==> config.mk <==
export PLATFORM = sky130hd
export DESIGN_NAME = halt_reporter
export DESIGN_NICKNAME = d
export VERILOG_FILES = /design/src/rtl/halt_report_pkg.sv /design/src/rtl/halt_reporter_uart.sv /design/src/rtl/halt_reporter.sv
export SDC_FILE = /design/constraint.sdc
export NUM_CORES = 1
export LEC_CHECK = 0
export CAP_MARGIN = 5
export CELL_PAD_IN_SITES_DETAIL_PLACEMENT = 1
export CELL_PAD_IN_SITES_GLOBAL_PLACEMENT = 2
export CORE_UTILIZATION = 41
export DETAILED_ROUTE_END_ITERATION = 7
export PLACE_DENSITY = 0.86
export SYNTH_ARGS = -nofsm -noshare
export SYNTH_HDL_FRONTEND = slang
export SYNTH_SLANG_ARGS = --single-unit
==> constraint.sdc <==
create_clock -name clk -period 7.99 [get_ports clk]
set_input_delay 2.397 -clock clk [delete_from_list [all_inputs] [get_ports clk]]
set_output_delay 2.397 -clock clk [all_outputs]
set_load 0.05 [all_outputs]
==> src/rtl/halt_report_pkg.sv <==
// Shared types and constants for the halt reporter: FSM states, frame layout
// and status byte bit positions.
package halt_report_pkg;

    typedef enum logic [1:0] {
        WAIT_HALT = 2'd0,
        CONFIRM   = 2'd1,
        SEND      = 2'd2,
        DONE      = 2'd3
    } state_t;

    localparam logic [7:0] SYNC_BYTE   = 8'hA5;
    localparam int         FRAME_BYTES = 8;

    localparam int ST_OK       = 0;
    localparam int ST_DEASSERT = 1;
    localparam int ST_WORDCHG  = 2;
    localparam int ST_TIMEOUT  = 3;

    // Byte idx of the report frame: sync, status, word MSB first, count MSB first.
    function automatic logic [7:0] frameByte(input logic [3:0]  idx,
                                             input logic [7:0]  status,
                                             input logic [15:0] word,
                                             input logic [31:0] count);
        logic [7:0] b;
        b = SYNC_BYTE;
        case (idx)
            4'd0:    b = SYNC_BYTE;
            4'd1:    b = status;
            4'd2:    b = word[15:8];
            4'd3:    b = word[7:0];
            4'd4:    b = count[31:24];
            4'd5:    b = count[23:16];
            4'd6:    b = count[15:8];
            4'd7:    b = count[7:0];
            default: b = 8'hFF;
        endcase
        return b;
    endfunction

endpackage

==> src/rtl/halt_reporter_uart.sv <==
// 8N1 byte serialiser. ready is also high in the final stop-bit cycle so the
// next byte can follow back to back without an idle gap.
module uart_tx_byte #(
    parameter int CLKS_PER_BIT = 16
) (
    input  logic       clk,
    input  logic       rst,
    input  logic       start,
    input  logic [7:0] data,
    output logic       tx,
    output logic       ready
);
    localparam logic [15:0] LAST_TICK = 16'(CLKS_PER_BIT - 1);
    localparam logic [3:0]  STOP_BIT  = 4'd9;

    logic        active_r;
    logic [3:0]  bitIdx_r;
    logic [15:0] tick_r;
    logic [7:0]  data_r;
    logic        tx_r;
    logic [3:0]  nextBit_s;

    assign nextBit_s = bitIdx_r + 4'd1;
    assign ready     = !active_r || ((bitIdx_r == STOP_BIT) && (tick_r == LAST_TICK));
    assign tx        = tx_r;

    // Bit timing and shift: position 0 is start, 1..8 data LSB first, 9 stop.
    always_ff @(posedge clk) begin
        if (rst) begin
            tx_r     <= 1'b1;
            active_r <= 1'b0;
            bitIdx_r <= 4'd0;
            tick_r   <= 16'd0;
            data_r   <= 8'd0;
        end else if (start && ready) begin
            tx_r     <= 1'b0;
            active_r <= 1'b1;
            bitIdx_r <= 4'd0;
            tick_r   <= 16'd0;
            data_r   <= data;
        end else if (active_r && (tick_r == LAST_TICK)) begin
            tick_r <= 16'd0;
            if (bitIdx_r == STOP_BIT) begin
                active_r <= 1'b0;
                tx_r     <= 1'b1;
            end else begin
                bitIdx_r <= nextBit_s;
                tx_r     <= (nextBit_s == STOP_BIT) ? 1'b1 : data_r[3'(nextBit_s - 4'd1)];
            end
        end else if (active_r) begin
            tick_r <= tick_r + 16'd1;
        end else begin
            tick_r <= tick_r;
        end
    end

endmodule

==> src/rtl/halt_reporter.sv <==
// Waits for the core to halt, confirms the halt is stable, then reports the
// result word and cycle count as an 8-byte serial frame.
module halt_reporter
    import halt_report_pkg::*;
#(
    parameter int CLKS_PER_BIT   = 16,
    parameter int CONFIRM_CYCLES = 5,
    parameter int TIMEOUT        = 1000
) (
    input  logic        clk,
    input  logic        rst,
    input  logic        halt,
    input  logic [15:0] firstWord,
    output logic        tx,
    output logic        busy,
    output logic        done
);
    state_t      state_r, nextState_s;
    logic [31:0] cnt_r, cntPlus1_s;
    logic [15:0] wordQ_r, wordQ_s;
    logic [31:0] cntQ_r, cntQ_s;
    logic [7:0]  status_r, status_s;
    logic [31:0] confirmCnt_r, confirmCnt_s;
    logic [3:0]  byteIdx_r, byteIdx_s;
    logic        busy_r, done_r;
    logic        txStart_s, txReady_s;
    logic [7:0]  txData_s;

    assign cntPlus1_s = (cnt_r == 32'hFFFF_FFFF) ? cnt_r : cnt_r + 32'd1;
    assign busy       = busy_r;
    assign done       = done_r;

    // Next-state logic; the transition into SEND also launches the sync byte
    // so tx is already low in the first SEND cycle.
    always_comb begin
        nextState_s  = state_r;
        wordQ_s      = wordQ_r;
        cntQ_s       = cntQ_r;
        status_s     = status_r;
        confirmCnt_s = confirmCnt_r;
        byteIdx_s    = byteIdx_r;
        txStart_s    = 1'b0;
        txData_s     = SYNC_BYTE;
        case (state_r)
            WAIT_HALT: begin
                if (halt) begin
                    wordQ_s      = firstWord;
                    cntQ_s       = cntPlus1_s;
                    confirmCnt_s = 32'd0;
                    nextState_s  = CONFIRM;
                end else if ((TIMEOUT != 0) && (cntPlus1_s > 32'(TIMEOUT))) begin
                    status_s              = 8'd0;
                    status_s[ST_TIMEOUT]  = 1'b1;
                    wordQ_s               = 16'd0;
                    cntQ_s                = cntPlus1_s;
                    byteIdx_s             = 4'd1;
                    txStart_s             = 1'b1;
                    nextState_s           = SEND;
                end else begin
                    nextState_s = WAIT_HALT;
                end
            end
            CONFIRM: begin
                if (!halt || (firstWord != wordQ_r)) begin
                    status_s              = 8'd0;
                    status_s[ST_DEASSERT] = !halt;
                    status_s[ST_WORDCHG]  = (firstWord != wordQ_r);
                    byteIdx_s             = 4'd1;
                    txStart_s             = 1'b1;
                    nextState_s           = SEND;
                end else if (confirmCnt_r == 32'(CONFIRM_CYCLES - 1)) begin
                    status_s         = 8'd0;
                    status_s[ST_OK]  = 1'b1;
                    cntQ_s           = cntQ_r + 32'(CONFIRM_CYCLES);
                    byteIdx_s        = 4'd1;
                    txStart_s        = 1'b1;
                    nextState_s      = SEND;
                end else begin
                    confirmCnt_s = confirmCnt_r + 32'd1;
                end
            end
            SEND: begin
                if (txReady_s && (byteIdx_r == 4'(FRAME_BYTES))) begin
                    nextState_s = DONE;
                end else if (txReady_s) begin
                    txStart_s = 1'b1;
                    txData_s  = frameByte(byteIdx_r, status_r, wordQ_r, cntQ_r);
                    byteIdx_s = byteIdx_r + 4'd1;
                end else begin
                    nextState_s = SEND;
                end
            end
            DONE: begin
                nextState_s = DONE;
            end
            default: begin
                nextState_s = WAIT_HALT;
            end
        endcase
    end

    // State, capture registers and registered status outputs.
    always_ff @(posedge clk) begin
        if (rst) begin
            state_r      <= WAIT_HALT;
            cnt_r        <= 32'd0;
            wordQ_r      <= 16'd0;
            cntQ_r       <= 32'd0;
            status_r     <= 8'd0;
            confirmCnt_r <= 32'd0;
            byteIdx_r    <= 4'd0;
            busy_r       <= 1'b0;
            done_r       <= 1'b0;
        end else begin
            state_r      <= nextState_s;
            cnt_r        <= cntPlus1_s;
            wordQ_r      <= wordQ_s;
            cntQ_r       <= cntQ_s;
            status_r     <= status_s;
            confirmCnt_r <= confirmCnt_s;
            byteIdx_r    <= byteIdx_s;
            busy_r       <= (nextState_s == SEND);
            done_r       <= (nextState_s == DONE);
        end
    end

    uart_tx_byte #(
        .CLKS_PER_BIT(CLKS_PER_BIT)
    ) uTx (
        .clk   (clk),
        .rst   (rst),
        .start (txStart_s),
        .data  (txData_s),
        .tx    (tx),
        .ready (txReady_s)
    );

endmodule

Word-level counts from Yosys, hierarchy flattened
Cells that the tools add are included.

Bitwise logic cells: 1. Multipliers: 0. Divide/modulo/power cells: 0. Eq/ne operators: 29. Shifts and indexed selects: 0. Multiplexer cells: 51. Add/subtract/negate cells: 7. Reductions and logical operators: 24. Order comparisons: 2.

Operators with widths (number): $mux W32 (8); $pmux W32 S2 (2); $add A32 B1 Y32 const B (2); $pmux W8 S8 (1); $mux W8 (7); $add A32 B3 Y32 const B (1); $eq A32 B3 Y1 const B (1); $eq A32 B32 Y1 const B (1); $gt A32 B10 Y1 const B (1); $mux W16 (2); $mux W4 (6); $add A16 B1 Y16 const B (1); $eq A16 B4 Y1 const B (1); $eq A4 B3 Y1 const B (4); $ne A16 B16 Y1 (1); $ne A2 B2 Y1 const B (8); $pmux W8 S2 (1); $mux W1 (14); $eq A4 B4 Y1 const B (3); $mux W2 (6); $pmux W4 S3 (1); $reduce_and A4 Y1 (3); $add A4 B1 Y4 const B (2); $eq A2 B2 Y1 const B (4); 21 further kinds (33).

Memories kept: 0. RAM bits: 0. Bits in registers: 158. Latch bits: 0. ROM bits: 0. Output and inout port bits: 3. Word-level logic and storage cells: 128.

Logic depth before layout (Yosys ltp)
Gate-level depths: netlist of run 1.

Word-level depth: 9. Mapped depth: 14.

Modules after synthesis
Synthesis of run 1 repeated with hierarchy kept, for this count alone.

Cell total of the unflattened synthesis: 1110. Area, all modules: 8864.8 um^2.

Modules (own cells, without submodules): halt_reporter (cells each 958, seq. area each 2482.4 um^2, area each 7415.9 um^2, instances 1); uart_tx_byte (cells each 152, seq. area each 600.6 um^2, area each 1448.9 um^2, instances 1).

Worst setup path before layout of run 1
OpenSTA, ideal clock, no wires.

Path kind: input-to-reg. Start: input port firstWord[7]. End: register confirmCnt_r[30]. Required time: 7.919 ns. Path slack: 3.339 ns. Path buffers: 2. Data arrival time: 4.581 ns. Cell stages on the path: 11. Cell sequence: xor2_1 -> nor4_1 -> nand4_1 -> o21a_1 -> nor3_1 -> and3_1 -> clkbuf_1 -> nand2_1 -> clkbuf_1 -> or3_1 -> a21oi_1.

Word-level cells in the longest chain between the ends: 4.

Ends and longest elaborated chain: from (decl) (line halt_reporter.sv:13) `input logic [15:0] firstWord,`; $ne A16 B16 Y1 (line halt_reporter.sv:64) `if (!halt || (firstWord != wordQ_r)) begin`; $logic_or A1 B1 Y1 (line halt_reporter.sv:64); $ne A2 B2 Y1 (no line); $reduce_and A4 Y1 (no line); to (signal assigned) (line halt_reporter.sv:120) `confirmCnt_r <= confirmCnt_s;`; to (decl) (line halt_reporter.sv:23) `logic [31:0] confirmCnt_r, confirmCnt_s;`.

Every way passes these cells. A chain may end at the register's enable or synchronous reset.

Final worst setup path of run 1
Start: input port firstWord[9]. End: register uTx.data_r[1].

Word-level cells in the longest chain between the ends: 5.

Ends and longest elaborated chain: $ne A16 B16 Y1 (line halt_reporter.sv:64); $logic_or A1 B1 Y1 (line halt_reporter.sv:64); $mux W1 (line halt_reporter.sv:64); $pmux W1 S3 (line halt_reporter.sv:44) `case (state_r)`; $logic_and A1 B1 Y1 (line halt_reporter_uart.sv:35) `end else if (start && ready) begin`; to (signal assigned) (line halt_reporter_uart.sv:40) `data_r <= data;`; to (decl) (line halt_reporter_uart.sv:19) `logic [7:0] data_r;`.

Every way passes these cells.

==> out/results.tsv, run 1 <==
stage	metric	value	unit
timing	final_hold_viol_count	0	
yosys	synth_warnings	0	
timing	skew	0.0107	ns
clock_tree	cts-root-buf	clkbuf_16	
yosys	netlist_instances	1059	
yosys	synthArstFlopShare	0	
timing	rsz0062_at_grt	false	
clock_tree	cts_tree	done	
placement	dpl.hpwl	18100	microns
timing	period_share	0.688	
yosys	ys_types	72	
floorplanning	rows	51	
yosys	synth-edff-count	0	
clock_tree	cts_hold_buf	0	
yosys	synth_seq_cells	154	
timing	fmax	182	MHz
power	total_power	1.75	mW
global_routing	grt_overflow	0	
timing	maxSlewViolCount	0	
run_status	status	finished, final reports clean	
layout	diodes	0	
setup_path	worst_setup_path_end_kind	flop	
yosys	synth_top_area_share	0.367	
clock_tree	ctsResizeCount	0	
layout	mostFrequentLayoutCell	nor2_1	
setup_path	crit_type	in -> reg	
floorplanning	die_w	145	microns
route	wirelength	25700	microns
setup_path	start_kind	input port	
timing	min_period	5.50	ns
floorplanning	dieArea	21000	sq um
clock_tree	cts_setup_buffers	0	
clock_tree	cts_buffers	17	
timing	slew_headroom	0.213	
placement	gp_congestion	0.804	
clock_tree	htree_levels	4	
floorplanning	core	19800	sq um
floorplanning	die_h	145	microns
layout	ff_latch_area	3080	sq um
yosys	synth_ff_type	dfxtp_1	
placement	postPlaceCellArea	8740	sq um
floorplanning	start_util	0.424	
setup_path	required	8.33	ns
route	viasPerCell	5.98	
global_routing	antenna_found_initial	0	
timing	finalSetupTns	0	ns
yosys	yosysSeqAreaShare	0.367	
route	drc	0	
hold_path	hold_class	reg -> reg	
layout	postLayoutCellArea	9280	sq um
global_routing	grt_start_max_net_pins	83	
setup_path	critPathMaxFanout	18	
layout	drive_gt1_frac	0.0595	
global_routing	track_usage	0.251	
yosys	synth_top_cell_by_area	dfxtp_1	
layout	multi_input_area	4940	sq um
global_routing	grt_pass1_wl	42300	microns
route	firstDrtPassIters	6	
placement	dp_cells	1291	
power	power_density	189	nW/um^2
layout	syn2layout_area_growth	10.6	%
power	p_leak	3.19	nW
route	drtAntennaViolNets	0	
run	cap_violations	0	
yosys	synth_area	8390	sq um
floorplanning	ios	22	
layout	nets	1076	
yosys	avgSynthCellArea	7.92	sq um
global_routing	grt_pass1_vias	7810	
clock_tree	path_clk_slew	0.06	ns
clock_tree	worstSkewPairLatency	0.43	ns
setup_path	worstPathArrival	5.84	ns
clock_tree	clock_path_buffers	2	
route	vias	7915	
layout	fin_cells	1323	
layout	fillers	2409	
placement	port_buffers	21	
timing	tightest_slew	1.18	ns
yosys	netlist_top_cells_area	dfxtp_1 (37%), nor2_1 (7.0%), xor2_1 (6.4%), nand2_1 (3.7%), a21oi_1 (2.9%)	
route	first_iter_violations	439	
timing	setup_viol	0	
power	vdd_drop_max	129	uV
clock_tree	cts.sinks	154	
layout	most-common-layout-cells	nor2_1 (157), dfxtp_1 (154), nand2_1 (83)	
route	routedWlPerCell	19.4	microns
yosys	syn_nets	1090	
## cells in the mapped netlist (5+ instances only)
master    instances
a22oi_1          24
nor2b_1           6
a31oi_1          12
or3_1            11
nor4_1           20
xor2_1           61
and2_1           10
nor3_1           37
a21oi_1          49
clkbuf_1         47
and4_1            8
o31ai_1           6
xnor2_1          21
inv_1            33
a222oi_1          8
o32ai_1          10
ha_1             12
and3_1           29
nand2b_1          5
nand2_1          83
nand3_1          49
dfxtp_1         154
mux2i_1           5
o22ai_1          16
a211oi_1          8
buf_2             8
a21o_1            5
nand4_1          35
a221oi_2          6
o21ai_0          48
nor2_1          157
## final timing paths
| kind | start | end | slack [ns] | depth (start not counted) |
|---|---|---|---|---|
| setup / recovery | firstWord[9] | uTx.data_r[1] | 2.49 | 10 |
| hold / removal | uTx.data_r[3] | uTx.data_r[3] | 0.47 | 2 |
| setup reg to reg | cnt_r[0] | cntQ_r[8] | 2.97 | 11 |
| hold reg to reg | uTx.data_r[3] | uTx.data_r[3] | 0.47 | 2 |
## registers in the layout, summed over array words and instances, names as in the netlist
register      flops
busy              1
byteIdx_r         4
cntQ_r           32
cnt_r            32
confirmCnt_r     32
done              1
state_r           2
status_r          4
uTx.active_r      1
uTx.bitIdx_r      4
uTx.data_r        8
uTx.tick_r       16
uTx.tx            1
wordQ_r          16
## worst max-delay path, cell delays in order
cell and delay [ns]:
clkdlybuf4s50_1 0.43, xor2_1 0.16, nor4_1 0.42, and4_1 0.27, nand2_1 0.46, o21ai_0 0.48, o31a_1 0.20, o31ai_2 0.15
nand2b_1 0.56, o22ai_1 0.31
## logic make-up after synthesis
kind of cell	count (synthesis)	share of synthesized area
and+or+nand+nor	470	0.273
AOI/OAI and AO/OA	240	0.199
DFF	154	0.367
buffers and inverters	94	0.0450
xor gates and xnor gates	82	0.0856
adders and majority gates	12	0.0179
muxes	7	0.0113
## routing by layer
metal,global-route usage,share of wire,vias up
li1,-,-,3826
met1,0.354,0.49,3944
met2,0.395,0.46,120
met3,0.0374,0.031,25
met4,0.0729,0.014,0
met5,0,0,-
## per-stage QoR
stage          utilization  setup WS [ns]  hold WS [ns]
3_3_place_gp         0.442           2.22         0.459
4_1_cts              0.469           2.52         0.477
2_1_floorplan            -           3.34         0.448
3_5_place_dp         0.442           2.09         0.468
5_1_grt              0.469           2.22         0.502
6_report             0.469           2.49         0.473
## area by class of cell
cell class / instances / share of cell area
well taps: 265 / 0.0357
multi-input cells: 811 / 0.532
flip-flops and latches: 154 / 0.332
clock buffers: 20 / 0.0492
clock inverters: 12 / 0.00957
inverters: 33 / 0.0133
repair buffers: 28 / 0.0278
## power breakdown
part	total (mW)	switching, mW	internal (mW)	leakage, nW
Sequential	0.815	0.0268	0.788	1.25
Clock	0.766	0.349	0.417	0.271
Combinational	0.172	0.113	0.0591	1.67
Power figures use the tool's default switching activity.
==> run 2: changes to the inputs <==
--- a/config.mk
+++ b/config.mk
@@ -8,9 +8,9 @@
 export CAP_MARGIN = 5
 export CELL_PAD_IN_SITES_DETAIL_PLACEMENT = 1
 export CELL_PAD_IN_SITES_GLOBAL_PLACEMENT = 2
-export CORE_UTILIZATION = 41
+export CORE_UTILIZATION = 34
 export DETAILED_ROUTE_END_ITERATION = 7
-export PLACE_DENSITY = 0.86
+export PLACE_DENSITY = 0.76
 export SYNTH_ARGS = -nofsm -noshare
 export SYNTH_HDL_FRONTEND = slang
 export SYNTH_SLANG_ARGS = --single-unit
==> constraint.sdc (replaced) <==
create_clock -name clk -period 4.5 [get_ports clk]
set_input_delay 1.35 -clock clk [delete_from_list [all_inputs] [get_ports clk]]
set_output_delay 1.35 -clock clk [all_outputs]
set_load 0.05 [all_outputs]
==> out/results.tsv, run 2 (synthesis gave the netlist of run 1 again) <==
stage	metric	value	unit
global_routing	grt_overflow	0	
route	wl_met2	12500	microns
floorplanning	ios	22	
timing	skew	0.0130	ns
clock_tree	cts_buffers	17	
floorplanning	die_h	159	microns
power	power_density	342	nW/um^2
layout	most-common-layout-cells	nor2_1 (157), dfxtp_1 (154), nand2_1 (83)	
route	vias	7983	
setup_path	crit_buf_inv	1	
layout	fillers	2970	
route	drtAntennaViolNets	0	
route	wirelength	27000	microns
route	first_iter_violations	465	
floorplanning	core	24200	sq um
layout	syn2layout_area_growth	15.7	%
run_status	status	finished, final reports clean	
timing	min_period	4.19	ns
setup_path	required	4.85	ns
layout	nets	1111	
run	cap_violations	0	
global_routing	track_usage	0.217	
setup_path	worstPathArrival	4.54	ns
global_routing	grt_start_max_net_pins	82	
timing	final_hold_viol_count	0	
clock_tree	cts_hold_buf	0	
layout	final_util	0.400	
floorplanning	rows	57	
clock_tree	ctsResizeCount	0	
clock_tree	htree_levels	4	
global_routing	antenna_found_initial	0	
setup_path	cp_top_family	simple AND/OR/NAND/NOR gates	
route	viasPerCell	5.63	
timing	rsz0062_at_grt	false	
layout	multi_input_area	4940	sq um
clock_tree	cts-root-buf	clkbuf_16	
setup_path	worst_setup_path_end_kind	flop	
route	wl_met3	785	microns
timing	tightest_slew	1.11	ns
floorplanning	die_w	159	microns
clock_tree	path_clk_slew	0.07	ns
global_routing	grt_pass1_vias	7864	
timing	slew_headroom	0.256	
placement	gp_congestion	0.839	
timing	hold_slack	0.479	ns
clock_tree	cts.sinks	154	
placement	port_buffers	21	
clock_tree	cts_setup_buffers	0	
clock_tree	clock_path_buffers	2	
clock_tree	cts_tree	done	
hold_path	hold_class	reg -> reg	
setup_path	path_cells	nand4_1, or4_1, or3_1, buf_4, a211oi_1, a41o_1, nand4_1, or4_4, o21ai_4, nand2_2, o22ai_1	
floorplanning	start_util	0.346	
setup_path	start_kind	flop	
clock_tree	worstSkewPairLatency	0.44	ns
power	p_leak	3.40	nW
route	routedWlPerCell	19.1	microns
route	firstDrtPassIters	7	
layout	diodes	0	
route	m1WireLength	13300	microns
layout	reg.largest.list	cntQ_r x32, cnt_r x32, confirmCnt_r x32	
timing	period_share	0.931	
route	highest_layer	met4	
placement	dpl.hpwl	19500	microns
layout	drive_gt1_frac	0.0906	
timing	maxSlewViolCount	0	
setup_path	crit_top_cell	nand4_1	
setup_path	crit_slowest_cell	or4_4	
global_routing	grt_pass1_wl	44000	microns
timing	finalSetupTns	0	ns
setup_path	critPathMaxFanout	12	
timing	fmax	239	MHz
layout	mostFrequentLayoutCell	nor2_1	
setup_path	slowest_delay	0.63	ns
timing	setup_viol	0	
layout	ff_latch_area	3080	sq um
route	drc	0	
floorplanning	dieArea	25300	sq um
setup_path	crit_type	reg -> reg	
power	vdd_drop_max	232	uV
run 2: worst min-delay path: cells and delay by family (launching register included):
family / cells / cell delay, ns
AO/OA/AOI/OAI: 1 / 0.07
buffers and inverters: 1 / 0.05
flip-flops: 1 / 0.31
run 2: area by class of cell:
type                       count  area share
multi-input combinational    811       0.509
sequential                   154       0.317
timing repair buffer          63      0.0549
clock buffer                  17      0.0438
tap                          324      0.0417
clock inverter                15      0.0206
inverter                      33      0.0128
run 2: final timing paths:
kind / from / to / slack [ns] / depth (start not counted)
hold reg to reg: uTx.data_r[3] / uTx.data_r[3] / 0.48 / 2
setup / recovery: cnt_r[16] / cntQ_r[8] / 0.31 / 11
hold / removal: uTx.data_r[3] / uTx.data_r[3] / 0.48 / 2
setup reg to reg: cnt_r[16] / cntQ_r[8] / 0.31 / 11
run 2: metal layers:
| metal | GRT usage | vias to the layer above |
|---|---|---|
| li1 | - | 3908 |
| met1 | 0.305 | 3927 |
| met2 | 0.346 | 122 |
| met3 | 0.0292 | 26 |
| met4 | 0.0599 | 0 |
| met5 | 0 | - |
run 2: where the power goes:
group	leakage, nW	total, mW	internal [mW]	switching [mW]
Combinational	1.85	0.334	0.120	0.214
Sequential	1.25	1.44	1.40	0.0421
Clock	0.297	1.54	0.852	0.689
Total	3.40	3.32	2.37	0.945
run 2: through the flow:
stage               total power, mW  area, sq um  std cells  setup slack (ns)
finish                         3.32         9710       1417             0.309
CTS                            3.35         9710       1417             0.266
floorplan                      1.68         8390       1059             0.896
global route                   3.45         9710       1417            0.0104
global placement               1.80         9080       1385             0.183
detailed placement             1.81         9080       1385             0.183
